<file path="config.mk">
export PLATFORM = sky130hd
export DESIGN_NAME = float_normalize_round
export DESIGN_NICKNAME = d
export VERILOG_FILES = /design/src/rtl/float_pkg.sv /design/src/rtl/float_round_rne.sv /design/src/rtl/float_normalize_round.sv
export SDC_FILE = /design/constraint.sdc
export NUM_CORES = 1
export LEC_CHECK = 0
export ABC_AREA = 1
export CAP_MARGIN = 20
export CORE_MARGIN = 1
export CORE_UTILIZATION = 38
export DETAILED_ROUTE_END_ITERATION = 8
export PLACE_DENSITY_LB_ADDON = 0.12
export SYNTH_ARGS = -nofsm -noshare
export SYNTH_HDL_FRONTEND = slang
export SYNTH_HIERARCHICAL = 1
export SYNTH_SLANG_ARGS = --single-unit
export TNS_END_PERCENT = 30
</file>
<file path="constraint.sdc">
create_clock -name clk -period 5.6 [get_ports clk]
set_clock_uncertainty 0.2 [all_clocks]
set_input_delay 0.84 -clock clk [delete_from_list [all_inputs] [get_ports clk]]
set_output_delay 0.84 -clock clk [all_outputs]
set_load 0.03 [all_outputs]
</file>
<file path="src/rtl/float_pkg.sv">
// Shared constants and types for the binary32 post-multiply normalize/round stage.
package float_pkg;

  localparam int BIAS      = 127;
  localparam int EXP_MAX   = 2 * BIAS + 1;
  localparam int FRAC_W    = 23;
  localparam int EXP_W     = 8;
  localparam int WORD_W    = 1 + EXP_W + FRAC_W;
  localparam int EXP_INT_W = 11;

  localparam logic signed [EXP_INT_W-1:0] EXP_TOP  = EXP_INT_W'(EXP_MAX);
  localparam logic signed [EXP_INT_W-1:0] EXP_ZERO = '0;

  typedef struct packed {
    logic overflow;
    logic underflow;
    logic inexact;
  } flags_t;

endpackage

</file>
<file path="src/rtl/float_round_rne.sv">
// Round-to-nearest-even on a normalized fraction; a fraction carry-out bumps the exponent.
module float_round_rne
  import float_pkg::*;
(
  input  logic [FRAC_W-1:0]           frac_in,
  input  logic                        guard,
  input  logic                        sticky,
  input  logic signed [EXP_INT_W-1:0] exp_in,
  output logic [FRAC_W-1:0]           frac_out,
  output logic signed [EXP_INT_W-1:0] exp_out,
  output logic                        carry,
  output logic                        inexact
);

  logic          round_up;
  logic [FRAC_W:0] sum;

  assign round_up = guard & (sticky | frac_in[0]);
  assign sum      = {1'b0, frac_in} + {{FRAC_W{1'b0}}, round_up};
  assign carry    = sum[FRAC_W];
  // On carry the hidden bit moves up one place, so the stored fraction is all zeros.
  assign frac_out = sum[FRAC_W-1:0];
  assign exp_out  = exp_in + {{(EXP_INT_W-1){1'b0}}, carry};
  assign inexact  = guard | sticky;

endmodule

</file>
<file path="src/rtl/float_normalize_round.sv">
// Two-stage normalize / round-to-nearest-even / pack for the FP multiplier result path.
module float_normalize_round
  import float_pkg::*;
(
  input  logic              clk,
  input  logic              rst,
  input  logic              in_valid,
  output logic              in_ready,
  input  logic              in_sign,
  input  logic [9:0]        in_exp,
  input  logic [47:0]       in_product,
  output logic              out_valid,
  input  logic              out_ready,
  output logic [WORD_W-1:0] out_result,
  output logic              out_overflow,
  output logic              out_underflow,
  output logic              out_inexact
);

  logic advance;

  logic [FRAC_W-1:0]           n_frac;
  logic                        n_guard, n_sticky, n_zero;
  logic signed [EXP_INT_W-1:0] n_exp;

  logic                        s1_valid, s1_sign, s1_zero, s1_nonzero;
  logic [FRAC_W-1:0]           s1_frac;
  logic                        s1_guard, s1_sticky;
  logic signed [EXP_INT_W-1:0] s1_exp;

  logic [FRAC_W-1:0]           r_frac;
  logic signed [EXP_INT_W-1:0] r_exp;
  logic                        round_carry_unused, r_inexact;

  logic [WORD_W-1:0] p_result;
  flags_t            p_flags;

  // Single global stall: both stages move only when the output slot frees.
  assign advance  = !out_valid | out_ready;
  assign in_ready = advance;

  always_comb begin
    n_frac   = '0;
    n_guard  = 1'b0;
    n_sticky = 1'b0;
    n_zero   = 1'b0;
    n_exp    = {in_exp[9], in_exp};
    if (in_product[47]) begin
      n_frac   = in_product[46:24];
      n_guard  = in_product[23];
      n_sticky = |in_product[22:0];
      n_exp    = {in_exp[9], in_exp} + 11'd1;
    end else if (in_product[46]) begin
      n_frac   = in_product[45:23];
      n_guard  = in_product[22];
      n_sticky = |in_product[21:0];
    end else begin
      n_zero   = 1'b1;
    end
  end

  float_round_rne u_round (
    .frac_in  (s1_frac),
    .guard    (s1_guard),
    .sticky   (s1_sticky),
    .exp_in   (s1_exp),
    .frac_out (r_frac),
    .exp_out  (r_exp),
    .carry    (round_carry_unused),
    .inexact  (r_inexact)
  );

  always_comb begin
    p_result = {s1_sign, r_exp[EXP_W-1:0], r_frac};
    p_flags  = '{overflow: 1'b0, underflow: 1'b0, inexact: r_inexact};
    if (s1_zero) begin
      p_result = {s1_sign, {(WORD_W-1){1'b0}}};
      p_flags  = '{overflow: 1'b0, underflow: s1_nonzero, inexact: s1_nonzero};
    end else if (r_exp >= EXP_TOP) begin
      p_result = {s1_sign, {EXP_W{1'b1}}, {FRAC_W{1'b0}}};
      p_flags  = '{overflow: 1'b1, underflow: 1'b0, inexact: 1'b1};
    end else if (r_exp <= EXP_ZERO) begin
      p_result = {s1_sign, {(WORD_W-1){1'b0}}};
      p_flags  = '{overflow: 1'b0, underflow: 1'b1, inexact: 1'b1};
    end
  end

  always_ff @(posedge clk) begin
    if (rst) begin
      s1_valid      <= 1'b0;
      s1_sign       <= 1'b0;
      s1_zero       <= 1'b0;
      s1_nonzero    <= 1'b0;
      s1_frac       <= '0;
      s1_guard      <= 1'b0;
      s1_sticky     <= 1'b0;
      s1_exp        <= '0;
      out_valid     <= 1'b0;
      out_result    <= '0;
      out_overflow  <= 1'b0;
      out_underflow <= 1'b0;
      out_inexact   <= 1'b0;
    end else if (advance) begin
      s1_valid  <= in_valid;
      out_valid <= s1_valid;
      if (in_valid) begin
        s1_sign    <= in_sign;
        s1_zero    <= n_zero;
        s1_nonzero <= |in_product[45:0];
        s1_frac    <= n_frac;
        s1_guard   <= n_guard;
        s1_sticky  <= n_sticky;
        s1_exp     <= n_exp;
      end
      if (s1_valid) begin
        out_result    <= p_result;
        out_overflow  <= p_flags.overflow;
        out_underflow <= p_flags.underflow;
        out_inexact   <= p_flags.inexact;
      end
    end
  end

endmodule

</file>
==> impl.org <==
** Setup path
- For this run, the slowest stage of the critical path takes 360 ps.
- Crit path max fanout :: 23
- Counting both buffers and inverters, the worst setup path holds a total of 2.
- Crit-path slowest cell :: sky130_fd_sc_hd__dfxtp_1
- The critical path goes through o21a_1 -> ha_1 -> inv_1 -> nor2_8 -> nand2_4 -> nor2_8 -> nand3_2 -> nor2_2 -> ha_1 -> ha_1 -> nand3_1 -> nor3_1 -> xor2_1 -> nor2_1 -> nand2_1 -> clkinv_1 -> nand2_1 -> nand2_2 -> nand2_1 -> nor2_1 -> nor2_1 -> nor2_1.
- Kind of end point of the critical path :: register
- The worst setup path is launched from a register.
- Setup slack on the worst flop-to-flop path :: 2040 ps
- Family of cells with the greatest summed delay on the critical path :: simple AND/OR/NAND/NOR gates
- Req. time, crit path :: about 5600 ps
- Crit path arrival time :: around 3600 ps
- Worst R2R Path Depth :: 22
- Worst Path Class, Setup :: register to register
- In this run the critical register-to-register path is captured at out_result[14].
- The startpoint identified for the worst register-to-register timing path is s1_sticky.
- Cell repeated most along the worst path :: sky130_fd_sc_hd__nor2_1

** Floorplanning
- The die covers roughly 0.012 sq mm.
- During I/O placement, the number of pins put on the boundary was 100.
- Placeable core region :: between 0.01 and 0.015 sq mm
- The die is about 110 microns tall.
- The floorplan step set the die width to 111.8 microns.
- Initial Utilization :: between 30% and 40%
- Site row count :: 39

** Yosys
- The number of nets in the synthesized netlist is 770.
- Counting every instance in the synthesized netlist gives around 700.
- During synthesis, Yosys emitted a total of 6 warnings.
- Seq cells post-synth :: 76
- After Yosys synthesis, XOR and XNOR cells account for roughly 5.3% of the synthesized area.
- After synthesis the cells add up to approximately 0.0046 sq mm.
- Share of the synthesized area in compound gates (AO/OA/AOI/OAI) :: between 10% and 20%
- Simple-gate share of the synthesized area :: 38.38%
- Sequential elements use around 33% of the synthesized area.
- After synthesis, the largest family of logic cells by area is simple AND/OR/NAND/NOR gates.
- Summing the areas of all fa, ha and maj instances in the mapped netlist gives under 10% of the synthesized area.
- Asr flop ratio synth :: 0%
- EDFF count, synth :: 0
- In the synthesized netlist the dominant register cell turns out to be sky130_fd_sc_hd__dfxtp_1.
- Post-synthesis average cell area :: around 6.5 sq um
- Measured against the total synthesized area, the mux share comes to 0%.
- Post-synthesis cell type count :: 40

** Global routing
- Sum of overflow across all layers after global routing :: 0
- Global routing used a little under a fifth of the available tracks.
- Via count of the first global-routing pass :: about 4100
- Largest net degree at the start of global routing :: 73
- Wire length of the first global-routing pass :: a little under 20000 microns
- Initial antenna violation count :: 0

** Run status
- Result of the run :: complete, but fails checks
- Violations in the final reports :: design-rule violations

** Final layout
- Storage cell area :: roughly 0.0015 sq mm
- Number of inserted filler cells in the final layout :: between 1000 and 1500
- Counting flops per register, the top entry is out_result.
- The top cell types in the final layout, fill and taps aside, are sky130_fd_sc_hd__nor2_1 (170), sky130_fd_sc_hd__nand2_1 (145), sky130_fd_sc_hd__clkdlybuf4s50_1 (99).
- Leaving out fill and tap cells, the most frequent cell in the layout is sky130_fd_sc_hd__nor2_1.
- Of the cells placed in the final design, the portion with a size suffix greater than 1 is roughly 7%.
- The repair_antennas step left the layout with diodes totalling 0.
- Once layout is complete, the utilization of the core stands at about half.
- Area growth from synthesis to layout :: 29.66%
- The register with the most flip-flops in the layout has 32 of them.
- Non-Filler Instances :: between 900 and 1000
- Combined area of the multi-input logic cells :: roughly 0.0027 sq mm
- Total number of nets in the final design :: approximately 860
- Largest registers :: out_result (32), s1_frac (23), s1_exp (11)

** STA
- The hold violation total from the final report was 0.
- At the pin with the least slew margin, the transition time is approximately 970 ps.
- Headroom to the max-slew limit came out at 35.22%.
- Post-Route Setup TNS :: 0 ps
- Minimum clock period :: around 3600 ps
- The count of final max-slew check failures is 0.
- Dividing the final minimum period by the clock period gives between 60% and 70%.
- Worst hold slack across all endpoints :: around 270 ps
- Static timing analysis puts the maximum clock frequency at roughly 280 MHz.
- Setup repair after global routing left no endpoint under its margin.
- Number of endpoints failing setup at the final stage :: 0

** Flow run
- MaxCap Viol Count :: 0

** Routing
- Dividing the detail-routed wire length by the instance count gives about 12 microns.
- Count of routing violations after the opening detailed-route iteration :: 180
- Vias :: around 4500
- Total detailed-routing wirelength :: 11200 microns
- The first TritonRoute pass finished after 9 iterations.
- Count of nets left with antenna violations after detail routing :: 0
- Vias per Instance :: 4.807
- Detailed-route DRC error count :: 6

** Placed design
- During placement, the flow inserted port buffers numbering a little under 100.
- After detailed placement, the design holds a cell count of around 920.
- Half-perimeter wire length of the detailed placement result :: 8621 microns
- Global placer's final weighted congestion :: 0.8129

** Pwr
- Int Power :: ~1.0 mW
- Fraction of power consumed by combinational cells :: 18.1%
- Power comes to ~1.4 mW.
- Sequential fraction of design power :: a little over two fifths
- Net switching power :: just under 400 uW
- Across the VDD grid, the largest voltage drop is 0.0001371 V.
- The clock network burns between 30% and 40% of the power.
- Sw Ratio :: approximately 28%
- Power density cells :: between 200 and 250 mW/mm^2
- Leak pwr :: about 2.5 nW

** Clock tree
- Clock Pin Slew Worst Setup and Hold Paths :: about 60 ps
- Number of sinks on the clock net :: 76
- TritonCTS built the clock tree.
- CTS Hold Buffers Added :: 0
- Clock buffer depth :: 2
- In this run, CTS created clock tree buffers numbering 9.
- Clock root buffer :: sky130_fd_sc_hd__clkbuf_16
- The number of setup buffers added after CTS is 0.
- Post-cts repair resize count :: 0
- Level count of the clock H-tree :: 3
- Clock latency on the worst-skew pair, taken at its later pin, is around 340 ps.

** Hold path
- Path category of the worst min-delay check :: register to register
- The path with the worst hold slack has its endpoint at out_overflow.
- The worst hold path passes through 2 cells.
- Hold Crit Start :: out_overflow
## logic make-up (layout without fill, tap and decap cells)
| family | Yosys count | in the layout |
|---|---|---|
| adder cells (fa/ha/maj) | 5 | 5 |
| AND/OR/NAND/NOR | 393 | 393 |
| XOR/XNOR | 27 | 27 |
| AO/OA/AOI/OAI | 103 | 103 |
| flip-flops | 76 | 76 |
| buffers and inverters | 98 | 188 |
## worst max-delay path by stage
stage                   start              to  slack [ps]  cells after the start
detailed placement  s1_sticky  out_result[14]        2020                     22
floorplan           s1_sticky   out_result[4]        2530                     23
global placement    s1_sticky   out_result[4]        2180                     22
CTS                 s1_sticky  out_result[14]        2020                     22
finish              s1_sticky  out_result[14]        2040                     22
global route        s1_sticky  out_result[15]        1610                     22
## power by group through the flow
stage,registers (mW),logic (mW),clock network (mW)
floorplan,0.628,0.144,0
global placement,0.618,0.253,0
detailed placement,0.619,0.255,0
CTS,0.608,0.256,0.564
global route,0.613,0.287,0.592
finish,0.608,0.256,0.554
## area by class of cell
| cell class | instances | area share (%) |
|---|---|---|
| tap | 143 | 3.012 |
| clock inverter | 3 | 0.3371 |
| sequential | 76 | 25.62 |
| multi-input combinational | 528 | 44.64 |
| inverter | 70 | 4.445 |
| clock buffer | 13 | 4.550 |
| timing repair buffer | 102 | 17.40 |
## tightest hold or removal path, stage by stage (launching register included)
cell                      delay, ps
sky130_fd_sc_hd__dfxtp_1        310
sky130_fd_sc_hd__nand2_1         60
sky130_fd_sc_hd__a21oi_1         60
## per-layer routing
metal | global-route usage [%] | share of wire [%] | vias up
met4 | 6.757 | 1.4 | 0
met1 | 26.83 | 53 | 1971
met3 | 4.954 | 5.6 | 12
met2 | 27.99 | 40 | 118
li1 | - | - | 2394
met5 | 0 | 0 | -
## through the flow
step	instance area (sq um)	setup slack [ps]
2_1_floorplan	4581	2528
3_3_place_gp	5622	2182
3_5_place_dp	5622	2023
4_1_cts	5912	2022
5_1_grt	5939	1608
6_report	5939	2041
## cells in the mapped netlist, types with 2 or more instances
cell	n	share of area [%]
sky130_fd_sc_hd__nand3_1	32	3.5
sky130_fd_sc_hd__a31oi_1	2	0.27
sky130_fd_sc_hd__nand4_1	5	0.68
sky130_fd_sc_hd__buf_2	10	1.1
sky130_fd_sc_hd__a22oi_1	23	3.8
sky130_fd_sc_hd__ha_1	5	1.4
sky130_fd_sc_hd__or2_2	2	0.27
sky130_fd_sc_hd__xnor2_1	12	2.3
sky130_fd_sc_hd__dfxtp_1	76	33
sky130_fd_sc_hd__o21ai_0	36	3.9
sky130_fd_sc_hd__nand3_2	4	0.87
sky130_fd_sc_hd__nor2_4	3	0.74
sky130_fd_sc_hd__nor2_1	170	14
sky130_fd_sc_hd__o21ai_1	2	0.22
sky130_fd_sc_hd__nand2_4	5	1.2
sky130_fd_sc_hd__nor2_8	3	1.3
sky130_fd_sc_hd__a21oi_1	36	3.9
sky130_fd_sc_hd__inv_1	63	5.2
sky130_fd_sc_hd__nor2_2	6	0.82
sky130_fd_sc_hd__nand2_1	145	12
sky130_fd_sc_hd__nand2_2	6	0.82
sky130_fd_sc_hd__clkbuf_1	12	0.98
sky130_fd_sc_hd__nor3_1	3	0.33
sky130_fd_sc_hd__xor2_1	14	2.7
sky130_fd_sc_hd__nand3b_1	5	0.82
sky130_fd_sc_hd__inv_2	5	0.41
sky130_fd_sc_hd__buf_4	3	0.49
sky130_fd_sc_hd__buf_6	2	0.49
(Power assumes the default switching activity.)
